==> src/rtl/pushbutton_conditioner.sv <==
// -----------------------------------------------------------------------------
// pushbutton_conditioner
//
// Four-channel front end for the board's raw active-low pushbuttons. Each
// channel is synchronised (two flops), debounced by a counter plus a small
// state machine, and presented as a clean active-low level to the Nios
// pushbutton PIO. Press/release pulses and sticky press flags with an
// interrupt request let software poll or take an interrupt.
//
// Optional feature: define PUSHBUTTON_AUTOREPEAT_EN to generate auto-repeat
// press pulses while a key is held (REPEAT_DELAY, then every REPEAT_PERIOD).
// Without it the repeat parameters are unused and each accepted press gives
// exactly one press pulse.
//
// Parameters:
//   DB_CYCLES     consecutive stable samples needed to accept a change (>= 2)
//   REPEAT_DELAY  hold time before the first auto-repeat pulse
//   REPEAT_PERIOD interval between later auto-repeat pulses
//   CNT_W         counter width, holds max of the three values above
//
// Ports:
//   clk_clk            in   system clock
//   reset_reset        in   asynchronous active-high reset
//   key_n_i[3:0]       in   raw keys, active-low, asynchronous to clk_clk
//   pushbutton_export  out  debounced level, active-low (to PIO)
//   press_pulse_o      out  one-cycle pulse per accepted press / repeat
//   release_pulse_o    out  one-cycle pulse per accepted release
//   press_flag_o       out  sticky press flags
//   flag_clr_i         in   write-one-to-clear for press_flag_o
//   irq_o              out  OR of press_flag_o
// -----------------------------------------------------------------------------
module pushbutton_conditioner #(
   parameter int DB_CYCLES     = 1_000_000,
   parameter int REPEAT_DELAY  = 25_000_000,
   parameter int REPEAT_PERIOD = 5_000_000,
   parameter int CNT_W         = 25
) (
   input  logic       clk_clk,
   input  logic       reset_reset,
   input  logic [3:0] key_n_i,
   output logic [3:0] pushbutton_export,
   output logic [3:0] press_pulse_o,
   output logic [3:0] release_pulse_o,
   output logic [3:0] press_flag_o,
   input  logic [3:0] flag_clr_i,
   output logic       irq_o
);

   typedef enum logic [1:0] {
      ST_RELEASED     = 2'd0,
      ST_PRESS_WAIT   = 2'd1,
      ST_PRESSED      = 2'd2,
      ST_RELEASE_WAIT = 2'd3
   } state_t;

   // Counters compare against the last count value so they never need to
   // reach the parameter itself and can never wrap.
   localparam logic [CNT_W-1:0] DB_LAST = CNT_W'(DB_CYCLES - 1);

   // Synchroniser
   logic [3:0] s1_q, s1_d;
   logic [3:0] s2_q, s2_d;

   // Per-channel debounce FSM and counter
   state_t           state_q [4];
   state_t           state_d [4];
   logic [CNT_W-1:0] cnt_q   [4];
   logic [CNT_W-1:0] cnt_d   [4];

   // Registered outputs
   logic [3:0] export_q,  export_d;
   logic [3:0] press_q,   press_d;
   logic [3:0] release_q, release_d;
   logic [3:0] flag_q,    flag_d;

`ifdef PUSHBUTTON_AUTOREPEAT_EN
   localparam logic [CNT_W-1:0] RPT_DELAY_LAST  = CNT_W'(REPEAT_DELAY - 1);
   localparam logic [CNT_W-1:0] RPT_PERIOD_LAST = CNT_W'(REPEAT_PERIOD - 1);

   // rpt_arm marks that the initial delay has elapsed and the shorter
   // period now applies.
   logic [CNT_W-1:0] rpt_cnt_q [4];
   logic [CNT_W-1:0] rpt_cnt_d [4];
   logic [3:0]       rpt_arm_q, rpt_arm_d;
`else
   logic unused_repeat_cfg;
   assign unused_repeat_cfg = ^{REPEAT_DELAY, REPEAT_PERIOD};
`endif

   // -------------------------------------------------------------------------
   // Next-state logic
   // -------------------------------------------------------------------------
   always_comb begin
      s1_d      = key_n_i;
      s2_d      = s1_q;
      export_d  = export_q;
      press_d   = 4'h0;
      release_d = 4'h0;
`ifdef PUSHBUTTON_AUTOREPEAT_EN
      rpt_arm_d = 4'h0;
`endif

      for (int i = 0; i < 4; i++) begin
         state_d[i] = state_q[i];
         cnt_d[i]   = cnt_q[i];
`ifdef PUSHBUTTON_AUTOREPEAT_EN
         // The repeat timer only survives while the channel stays in PRESSED,
         // so every other path (including a bounce back from RELEASE_WAIT)
         // restarts it from zero with the initial delay.
         rpt_cnt_d[i] = '0;
`endif

         case (state_q[i])
            ST_RELEASED: begin
               if (!s2_q[i]) begin
                  state_d[i] = ST_PRESS_WAIT;
                  cnt_d[i]   = CNT_W'(1);
               end else begin
                  cnt_d[i]   = '0;
               end
            end

            ST_PRESS_WAIT: begin
               if (s2_q[i]) begin
                  state_d[i] = ST_RELEASED;
                  cnt_d[i]   = '0;
               end else if (cnt_q[i] == DB_LAST) begin
                  state_d[i]  = ST_PRESSED;
                  export_d[i] = 1'b0;
                  press_d[i]  = 1'b1;
                  cnt_d[i]    = '0;
               end else begin
                  cnt_d[i]    = cnt_q[i] + CNT_W'(1);
               end
            end

            ST_PRESSED: begin
               if (s2_q[i]) begin
                  state_d[i] = ST_RELEASE_WAIT;
                  cnt_d[i]   = CNT_W'(1);
               end else begin
                  cnt_d[i]   = '0;
`ifdef PUSHBUTTON_AUTOREPEAT_EN
                  rpt_arm_d[i] = rpt_arm_q[i];
                  if (rpt_cnt_q[i] == (rpt_arm_q[i] ? RPT_PERIOD_LAST : RPT_DELAY_LAST)) begin
                     press_d[i]   = 1'b1;
                     rpt_arm_d[i] = 1'b1;
                     rpt_cnt_d[i] = '0;
                  end else begin
                     rpt_cnt_d[i] = rpt_cnt_q[i] + CNT_W'(1);
                  end
`endif
               end
            end

            ST_RELEASE_WAIT: begin
               if (!s2_q[i]) begin
                  state_d[i] = ST_PRESSED;
                  cnt_d[i]   = '0;
               end else if (cnt_q[i] == DB_LAST) begin
                  state_d[i]   = ST_RELEASED;
                  export_d[i]  = 1'b1;
                  release_d[i] = 1'b1;
                  cnt_d[i]     = '0;
               end else begin
                  cnt_d[i]     = cnt_q[i] + CNT_W'(1);
               end
            end

            default: begin
               state_d[i] = ST_RELEASED;
               cnt_d[i]   = '0;
            end
         endcase
      end

      // Flags follow the registered pulse, so they rise one cycle after it.
      // OR-ing the set term last makes a simultaneous set win over a clear.
      flag_d = (flag_q & ~flag_clr_i) | press_q;
   end

   // -------------------------------------------------------------------------
   // State registers
   // -------------------------------------------------------------------------
   always_ff @(posedge clk_clk or posedge reset_reset) begin
      if (reset_reset) begin
         s1_q      <= 4'hF;
         s2_q      <= 4'hF;
         export_q  <= 4'hF;
         press_q   <= 4'h0;
         release_q <= 4'h0;
         flag_q    <= 4'h0;
         for (int i = 0; i < 4; i++) begin
            state_q[i] <= ST_RELEASED;
            cnt_q[i]   <= '0;
         end
      end else begin
         s1_q      <= s1_d;
         s2_q      <= s2_d;
         export_q  <= export_d;
         press_q   <= press_d;
         release_q <= release_d;
         flag_q    <= flag_d;
         for (int i = 0; i < 4; i++) begin
            state_q[i] <= state_d[i];
            cnt_q[i]   <= cnt_d[i];
         end
      end
   end

`ifdef PUSHBUTTON_AUTOREPEAT_EN
   always_ff @(posedge clk_clk or posedge reset_reset) begin
      if (reset_reset) begin
         rpt_arm_q <= 4'h0;
         for (int i = 0; i < 4; i++) begin
            rpt_cnt_q[i] <= '0;
         end
      end else begin
         rpt_arm_q <= rpt_arm_d;
         for (int i = 0; i < 4; i++) begin
            rpt_cnt_q[i] <= rpt_cnt_d[i];
         end
      end
   end
`endif

   assign pushbutton_export = export_q;
   assign press_pulse_o     = press_q;
   assign release_pulse_o   = release_q;
   assign press_flag_o      = flag_q;
   assign irq_o             = |flag_q;

endmodule

==> config.mk <==
export PLATFORM = sky130hd
export DESIGN_NAME = pushbutton_conditioner
export DESIGN_NICKNAME = d
export VERILOG_FILES = /design/src/rtl/pushbutton_conditioner.sv
export SDC_FILE = /design/constraint.sdc
export NUM_CORES = 1
export LEC_CHECK = 0
export ABC_AREA = 1
export CAP_MARGIN = 20
export CELL_PAD_IN_SITES_DETAIL_PLACEMENT = 1
export CELL_PAD_IN_SITES_GLOBAL_PLACEMENT = 1
export CORE_MARGIN = 2
export CORE_UTILIZATION = 39
export DETAILED_ROUTE_END_ITERATION = 8
export GPL_TIMING_DRIVEN = 0
export PLACE_DENSITY_LB_ADDON = 0.15
export SLEW_MARGIN = 20
export SYNTH_ARGS = -nofsm -noshare
export SYNTH_HDL_FRONTEND = slang
export SYNTH_SLANG_ARGS = --single-unit
==> constraint.sdc <==
create_clock -name clk_clk -period 7.15 [get_ports clk_clk]
set_clock_uncertainty 0.1 [all_clocks]
set_input_delay 2.145 -clock clk_clk [delete_from_list [all_inputs] [get_ports clk_clk]]
set_output_delay 2.145 -clock clk_clk [all_outputs]
set_load 0.01 [all_outputs]
==> flow_metrics.tcl, run 1 <==
set metrics [dict create \
    fin_util_pct 46.4 \
    cts.htree.levels 4 \
    required_ns 4.91 \
    root_buffer "clkbuf_16" \
    routedWlPerCell_um 15.2 \
    p_leak_nw 3.57 \
    drive_above_1_share_pct 6.45 \
    critPathBufInv 2 \
    synth-seq-area-share_pct 46.7 \
    syn_to_final_growth_pct 17.0 \
    cp_top_family "buffers and inverters" \
    post-cts-setup-buffers 0 \
    grt-ovfl-total 0 \
    maxCapViolCount 0 \
    io_buffers 26 \
    status "complete, no violations" \
    critPathCaptureType "primary output" \
    worstPathArrival_ns 1.60 \
    setup_viol 0 \
    grt_pass1_vias 6594 \
    place_congestion 0.876 \
    synth_cells 964 \
    antenna_found_initial 0 \
    syn_area_sq_um 7100 \
    via_per_inst 5.06 \
    layout_setup_ws_ns 3.31 \
    coreArea_sq_um 17900 \
    worstSetupPathType "reg2out" \
    dp_cells 1220 \
    ir_drop_uv 170 \
    ys_types 34 \
    firstDrtPassIters 4 \
    critPathMaxStageDelay_ns 0.49 \
    hold-worst-slack_ns 0.257 \
    synth_nets 978 \
    ff2ff_setup_slack_ns 5.05 \
    slowest_stage "clkdlybuf4s50_1" \
    grt_usage_pct 20.7 \
    stdcell_count 1252 \
    clk_path_buf_depth 2 \
    cts.sink_count 132 \
    ys_ff_latch 132 \
    max_slew.worst_pin.slew_ns 0.663 \
    maxClockFrequency_mhz 260 \
    cts_hold_buf 0 \
    drc 0 \
    synth_edf_count 0 \
    final_common_cell "nand2_1" \
    grt_pass1_wl_mm 32.7 \
    numCtsBuffers 17 \
    ant_nets 0 \
    rsz0062_at_grt "false" \
    fin_nets 1024 \
    num_io_pins 27 \
    wirelength_mm 19.0 \
    post-route-period-util_pct 53.7 \
    num_antenna_cells 0 \
    hold_class "reg2reg" \
    avgSynthCellArea_sq_um 7.36 \
    slew-limit-headroom_pct 55.4 \
    dp_hpwl_mm 14.1 \
    fin_crit_ns 3.84 \
    clock_latency_ns 0.42 \
    cts_tree "done" \
    initial_utilization_pct 39.6 \
    fp.dieH_um 139 \
    layout_common_cells "nand2_1 (236), nor2_1 (215), dfrtp_1 (120)" \
    grt_start_max_net_pins 88 \
    path_cells "inv_1 -> nand4_1 -> clkdlybuf4s50_1" \
    die_w_um 139 \
    synthArstFlopShare_pct 100 \
    clk_pin_slew_ns 0.06 \
    worstPathMaxFanout 2 \
    synth_flop_cell "dfrtp_1" \
    cts_resized 0 \
    start_kind "register" \
    drtIter0Drc 288 \
    finalHoldViolCount 0 \
    design_power_total_mw 1.86 \
    powerDensity_nw_per_um2 224 \
    num_rows 49 \
    dp_slack_ns 3.66 \
    die-area_sq_um 19300 \
    drv_slew 0 \
    vias 6329 \
    ys_warn_count 0 \
]
==> stage by stage <==
stage,instance area (sq um),TNS [ns]
finish,8310,0
global placement,7640,-94.58
detailed placement,7680,0
global route,8310,0
floorplan,7100,0
CTS,8310,0
==> routing by layer <==
metal	track usage (%)	vias to the layer above	wire length, um
met4	5.79	0	237
met5	0	-	0
met3	3.97	22	565
met1	28.7	3078	9310
met2	33.5	67	8860
li1	-	3162	-
==> state kept, by name, indices dropped and copies added, names as in the netlist, named ones only <==
register and cells:
state_q 4, press_pulse_o 4, s1_q 4, s2_q 4, press_flag_o 4, cnt_q 100, release_pulse_o 4, pushbutton_export 4
==> worst reg2reg max path, stage by stage (launching register included) <==
cell and delay, ns:
dfrtp_1 0.41, ha_1 0.25, nand2_1 0.13, nor2_4 0.18, inv_2 0.08, nor2_1 0.10
nand2_1 0.11, o21ai_4 0.35, buf_6 0.21, nor2_1 0.06
==> where the power goes <==
part           switching (mW)  total (mW)  internal, mW  leakage, nW
registers              0.0224       0.790         0.768         1.78
clock network           0.326       0.935         0.609        0.303
logic                  0.0916       0.132        0.0400         1.48
==> final cells by class <==
cell class              count  area [sq um]
clock buffers              23           478
plain buffers               7          51.3
well taps                 229           287
flip-flops and latches    132          3320
fillers                  2290          9590
inverters                 122           465
multi-input cells         703          3270
clock inverters             9           150
repair buffers             27           288
==> cells in the mapped netlist (2+ instances only) <==
| cell type | instances | area share, % |
|---|---|---|
| a21oi_1 | 16 | 1.1 |
| a31oi_1 | 2 | 0.18 |
| buf_2 | 2 | 0.14 |
| buf_4 | 4 | 0.42 |
| dfrtp_1 | 120 | 42 |
| dfstp_2 | 12 | 4.4 |
| ha_1 | 4 | 0.71 |
| inv_1 | 120 | 6.3 |
| inv_2 | 2 | 0.11 |
| nand2_1 | 236 | 12 |
| nand2_2 | 2 | 0.18 |
| nand3_1 | 56 | 3.9 |
| nand3_2 | 3 | 0.42 |
| nand4_1 | 48 | 4.2 |
| nor2_1 | 215 | 11 |
| nor2_2 | 3 | 0.26 |
| nor3_1 | 44 | 3.1 |
| nor3_2 | 2 | 0.28 |
| nor3b_1 | 2 | 0.21 |
| nor4_1 | 6 | 0.53 |
| o21ai_0 | 15 | 1.1 |
| o21bai_1 | 5 | 0.53 |
| xnor2_1 | 12 | 1.5 |
| xor2_1 | 23 | 2.8 |
==> final timing paths <==
check | from | end | depth (start not counted)
setup / recovery | press_flag_o[3] | irq_o | 3
hold / removal | s1_q[1] | s2_q[1] | 0
setup reg to reg | cnt_q[0] | cnt_q[19] | 9
hold reg to reg | s1_q[1] | s2_q[1] | 0
max in group asynchronous | reset_reset | s2_q[1] | 3
min in group asynchronous | reset_reset | cnt_q[75] | 2
==> logic make-up (layout without fill, tap and decap cells) <==
| kind of cell | count (synthesis) | count (layout) | share of synthesized area [%] |
|---|---|---|---|
| simple gates | 622 | 622 | 37.7 |
| xor+xnor | 35 | 35 | 4.32 |
| flops | 132 | 132 | 46.7 |
| compound gates | 42 | 42 | 3.38 |
| buf+inv | 129 | 188 | 7.17 |
| fa+ha+maj | 4 | 4 | 0.705 |
Power figures use the tool's default switching activity.
==> run 2: changes to the inputs <==
==> constraint.sdc (replaced) <==
create_clock -name clk_clk -period 3.49 [get_ports clk_clk]
set_clock_uncertainty 0.1 [all_clocks]
set_input_delay 1.047 -clock clk_clk [delete_from_list [all_inputs] [get_ports clk_clk]]
set_output_delay 1.047 -clock clk_clk [all_outputs]
set_load 0.01 [all_outputs]
==> run 2 against run 1 <==
  * Global-route usage increased by 0.41 points
  * Utilization increased by 0.38 points
  * Die area unchanged
  * Routed wire length increased by 0.86%
  * Critical path depth unchanged
  * Clock-buffer cell count unchanged
  * Total power increased by 100%
  * Sequential power increased by 110%
  * Combinational power increased by 110%
  * Largest cell class unchanged
==> flow_metrics.tcl, run 2 (same netlist as run 1, synthesis figures left out) <==
set metrics [dict create \
    io_buffers 26 \
    drtIter0Drc 315 \
    post-route-period-util_pct 78.9 \
    initial_utilization_pct 39.6 \
    ant_nets 0 \
    routedWlPerCell_um 15.2 \
    worstPathMaxFanout 2 \
    maxClockFrequency_mhz 363 \
    p_leak_nw 3.60 \
    grt_pass1_vias 6633 \
    num_io_pins 27 \
    fin_util_pct 46.8 \
    regMostFlops "cnt_q" \
    maxCapViolCount 0 \
    rsz0062_at_grt "false" \
    fin_nets 1028 \
    start_kind "register" \
    antenna_found_initial 0 \
    placed_area_sq_um 7760 \
    die-area_sq_um 19300 \
    max_slew.worst_pin.slew_ns 0.683 \
    cts.htree.levels 4 \
    slew-limit-headroom_pct 54.1 \
    wirelength_mm 19.1 \
    largest_reg_flops 100 \
    clk_pin_slew_ns 0.05 \
    coreArea_sq_um 17900 \
    critPathBufInv 2 \
    drc 0 \
    dp_hpwl_mm 14.3 \
    clock_latency_ns 0.43 \
    worstSetupPathType "reg2out" \
    grt_start_max_net_pins 32 \
    worstPathArrival_ns 1.61 \
    powerDensity_nw_per_um2 452 \
    ir_drop_uv 362 \
    die_w_um 139 \
    grt_pass1_wl_mm 32.9 \
    drive_above_1_share_pct 6.91 \
    vias 6366 \
    critPathCaptureType "primary output" \
    drv_slew 0 \
    grt-ovfl-total 0 \
    cts_tree "done" \
    root_buffer "clkbuf_16" \
    layout_common_cells "nand2_1 (236), nor2_1 (215), dfrtp_1 (120)" \
    fp.dieH_um 139 \
    setup_viol 0 \
    nFillCells 2225 \
    required_ns 2.34 \
    grt_usage_pct 21.2 \
    fin_crit_ns 2.75 \
    numCtsBuffers 17 \
    final_common_cell "nand2_1" \
    critPathMaxStageDelay_ns 0.49 \
    cp_top_family "buffers and inverters" \
    cts_resized 0 \
    final_area_sq_um 8380 \
    num_antenna_cells 0 \
    num_rows 49 \
    place_congestion 0.872 \
    clk_path_buf_depth 2 \
    cts.sink_count 132 \
    cts_hold_buf 0 \
    hold_class "reg2reg" \
    firstDrtPassIters 5 \
    status "complete, no violations" \
    post-cts-setup-buffers 0 \
    path_cells "inv_1 -> nand4_1 -> clkdlybuf4s50_1" \
    syn_to_final_growth_pct 18.0 \
    slowest_stage "clkdlybuf4s50_1" \
    via_per_inst 5.07 \
    finalHoldViolCount 0 \
]
run 2: cell count changes in the layout (fill, tap and decap cells not counted):
cell and change:
buf_12 +3, buf_16 +1, bufinv_16 -1, clkbuf_1 -1, clkbuf_8 +1, clkinv_2 +1, clkinvlp_4 +1, inv_8 -1
run 2: per-stage QoR:
step	setup TNS (ns)	cells	setup slack [ns]	hold slack [ns]	total power, mW
3_5_place_dp	0	1224	0.562	0.247	1.93
3_3_place_gp	-76.48	1219	-0.647	0.246	1.91
4_1_cts	0	1256	0.716	0.259	3.84
6_report	0	1256	0.736	0.257	3.79
5_1_grt	0	1256	0.665	0.262	3.96
2_1_floorplan	0	964	0.716	0.245	1.82
run 2: per-layer routing:
| metal | global-route usage, % | vias to the layer above | share of wire, % |
|---|---|---|---|
| li1 | - | 3183 | - |
| met3 | 5.42 | 21 | 3.0 |
| met2 | 33.0 | 78 | 46 |
| met4 | 6.22 | 0 | 1.7 |
| met1 | 29.2 | 3084 | 49 |
| met5 | 0 | - | 0 |
run 2: report_power, final:
group	switching, mW	total [mW]	internal [mW]	leakage (nW)
Sequential	0.0437	1.62	1.57	1.78
Clock	0.699	1.89	1.19	0.299
Combinational	0.188	0.280	0.0916	1.52
Total	0.931	3.79	2.86	3.60
run 2: worst paths after layout:
path	slack, ns	cells past startpoint	from	to
worst min-delay path	0.26	0	s1_q[3]	s2_q[3]
min in group asynchronous	0.85	2	reset_reset	cnt_q[22]
max in group asynchronous	1.10	7	reset_reset	s2_q[2]
worst min register to register	0.26	0	s1_q[3]	s2_q[3]
worst max register to register	1.38	9	cnt_q[25]	cnt_q[49]
worst max-delay path	0.74	3	press_flag_o[0]	irq_o
run 2: cell type report:
class | instances | area (sq um) | area share [%]
plain buffers | 7 | 51.3 | 0.612
clock buffers | 23 | 488 | 5.83
clock inverters | 9 | 125 | 1.49
inverters | 122 | 462 | 5.51
multi-input cells | 703 | 3270 | 39.0
flip-flops and latches | 132 | 3320 | 39.6
well taps | 229 | 287 | 3.42
repair buffers | 31 | 375 | 4.48
==> run 3: changes to the inputs <==
==> constraint.sdc (replaced) <==
create_clock -name clk_clk -period 2.2 [get_ports clk_clk]
set_clock_uncertainty 0.1 [all_clocks]
set_input_delay 0.66 -clock clk_clk [delete_from_list [all_inputs] [get_ports clk_clk]]
set_output_delay 0.66 -clock clk_clk [all_outputs]
set_load 0.01 [all_outputs]
==> run 3 against run 2 <==
  * Via count fell by 0.14%
  * Sequential cell count did not move
  * Clock-buffer cell count did not move
  * Sequential power grew 58%
  * Die area unchanged
  * Register-to-register slack worse by 1.2 ns
  * Cell count increased by 0.64%
  * Global-route usage is essentially flat
  * Critical path type unchanged
  * Critical endpoint is now press_pulse_o[1]
==> flow_metrics.tcl, run 3 (same netlist as run 1, synthesis figures left out) <==
set metrics [dict create \
    wirelength_mm 19.2 \
    final_area_sq_um 8440 \
    start_kind "register" \
    grt_pass1_vias 6643 \
    firstDrtPassIters 7 \
    powerDensity_nw_per_um2 713 \
    worst-path-stages 1 \
    switchingPower_mw 1.47 \
    drive_above_1_share_pct 8.50 \
    largest_reg_flops 100 \
    ir_drop_uv 575 \
    clock_latency_ns 0.43 \
    multiInputGateArea_sq_um 3290 \
    cts_tree "done" \
    p_int_mw 4.54 \
    grt-ovfl-total 0 \
    timing.rr.end "cnt_q[63]" \
    seq_area_sq_um 3320 \
    worstPathArrival_ns 1.38 \
    via_per_inst 5.03 \
    post-route-period-util_pct 97.1 \
    place_congestion 0.872 \
    grt_start_max_net_pins 32 \
    fp.dieH_um 139 \
    max_slew.worst_pin.slew_ns 0.658 \
    fin_nets 1036 \
    required_ns 1.44 \
    p_leak_nw 3.66 \
    critPathCaptureType "primary output" \
    num_antenna_cells 0 \
    fin_crit_ns 2.14 \
    grt_usage_pct 21.2 \
    placed_area_sq_um 7760 \
    coreArea_sq_um 17900 \
    clk_pin_slew_ns 0.06 \
    die-area_sq_um 19300 \
    antenna_found_initial 0 \
    dp_hpwl_mm 14.3 \
    drc 0 \
    nFillCells 2221 \
    cts.htree.levels 4 \
    grt_pass1_wl_mm 32.9 \
    finalHoldViolCount 0 \
    startpoint "press_pulse_o[1]" \
    io_buffers 26 \
    die_w_um 139 \
    num_rows 49 \
    setup_tns_ns 0 \
    final_common_cell "nand2_1" \
    regMostFlops "cnt_q" \
    clockPowerShare_pct 49.8 \
    p_seq_share_pct 42.6 \
    ant_nets 0 \
    r2r-start "cnt_q[50]" \
    root_buffer "clkbuf_16" \
    routedWlPerCell_um 15.2 \
    num_io_pins 27 \
    design_power_total_mw 6.02 \
    cp_top_family "buffers and inverters" \
    setup_viol 0 \
    vias 6357 \
    slowest_stage "clkdlybuf4s50_1" \
    numCtsBuffers 17 \
    p_comb_share_pct 7.6 \
    drv_slew 0 \
    maxClockFrequency_mhz 468 \
    layout_common_cells "nand2_1 (236), nor2_1 (213), dfrtp_1 (119)" \
    critPathBufInv 1 \
    drtIter0Drc 312 \
    slew-limit-headroom_pct 55.8 \
    critPathMaxStageDelay_ns 0.55 \
    worstSetupPathType "reg2out" \
    cts.sink_count 132 \
    maxCapViolCount 0 \
    hold_class "reg2reg" \
    path_cells "clkdlybuf4s50_1" \
    ff2ff_setup_slack_ns 0.16 \
    worstPathMaxFanout 2 \
    switching_share_pct 24.5 \
    critPathCapture "press_pulse_o[1]" \
    initial_utilization_pct 39.6 \
    status "complete, no violations" \
    hold_depth 0 \
    rr_worst_depth 9 \
    clk_path_buf_depth 2 \
    rsz0062_at_grt "false" \
    syn_to_final_growth_pct 19.0 \
]
[run 3: changes by cell type in the layout (fill, tap and decap cells not counted)]
cell,before,now
inv_1,119,116
dfrtp_1,120,119
dfrtp_2,0,1
nor2_2,3,5
clkdlybuf4s50_1,26,19
nand3_2,3,2
nor2_1,215,213
buf_4,4,14
inv_2,2,5
nor3_2,2,3
nor3_1,44,43
nand3_4,0,1
dlygate4sd2_1,0,5
[run 3: per-layer routing]
layer  share of wire, %  vias up  GRT usage, %  wire length (um)
li1                   -     3199             -                 -
met1                 49     3065          29.3              9410
met2                 46       72          33.3              8870
met3                3.4       21          5.42               658
met4                1.4        0          5.74               274
met5                  0        -             0                 0
[run 3: repair_timing]
item                                    CTS  global route
hold endpoints to repair                  0             0
endpoints found under the setup margin    7            41
setup buffers                             3             5
pin swaps                                 0             1
resized for setup                        10             5
hold buffers                              0             0
[run 3: cell type report]
type                            count  area share, %
Multi-Input combinational cell    703           38.9
Clock buffer                       23           5.78
Inverter                          122           5.47
Timing Repair Buffer               39           5.02
Sequential cell                   132           39.3
Clock inverter                      9           1.48
Tap cell                          229           3.39
Buffer                              7          0.607
[run 3: per-stage QoR]
stage	hold slack (ns)	utilization (%)	instances	worst slack, ns
2_1_floorplan	0.245	-	964	-0.187
3_3_place_gp	0.246	42.7	1219	-1.55
3_5_place_dp	0.247	43.4	1224	-0.341
4_1_cts	0.259	46.9	1259	0.0160
5_1_grt	0.262	47.2	1264	0.00605
6_report	0.257	47.2	1264	0.0630
[run 3: worst min-delay path by stage]
stage / from / end / slack, ns
global placement: s1_q[3] / s2_q[3] / 0.25
global route: s1_q[1] / s2_q[1] / 0.26
finish: s1_q[3] / s2_q[3] / 0.26
floorplan: s1_q[0] / s2_q[0] / 0.25
detailed placement: s1_q[2] / s2_q[2] / 0.25
CTS: s1_q[3] / s2_q[3] / 0.26
[run 3: power groups by stage]
| stage | logic, mW | clock network (mW) | registers (mW) |
|---|---|---|---|
| 6_report | 0.457 | 3.00 | 2.56 |
| 5_1_grt | 0.534 | 3.18 | 2.58 |
| 4_1_cts | 0.459 | 3.07 | 2.56 |
| 3_5_place_dp | 0.456 | 0 | 2.61 |
| 3_3_place_gp | 0.422 | 0 | 2.61 |
| 2_1_floorplan | 0.301 | 0 | 2.59 |
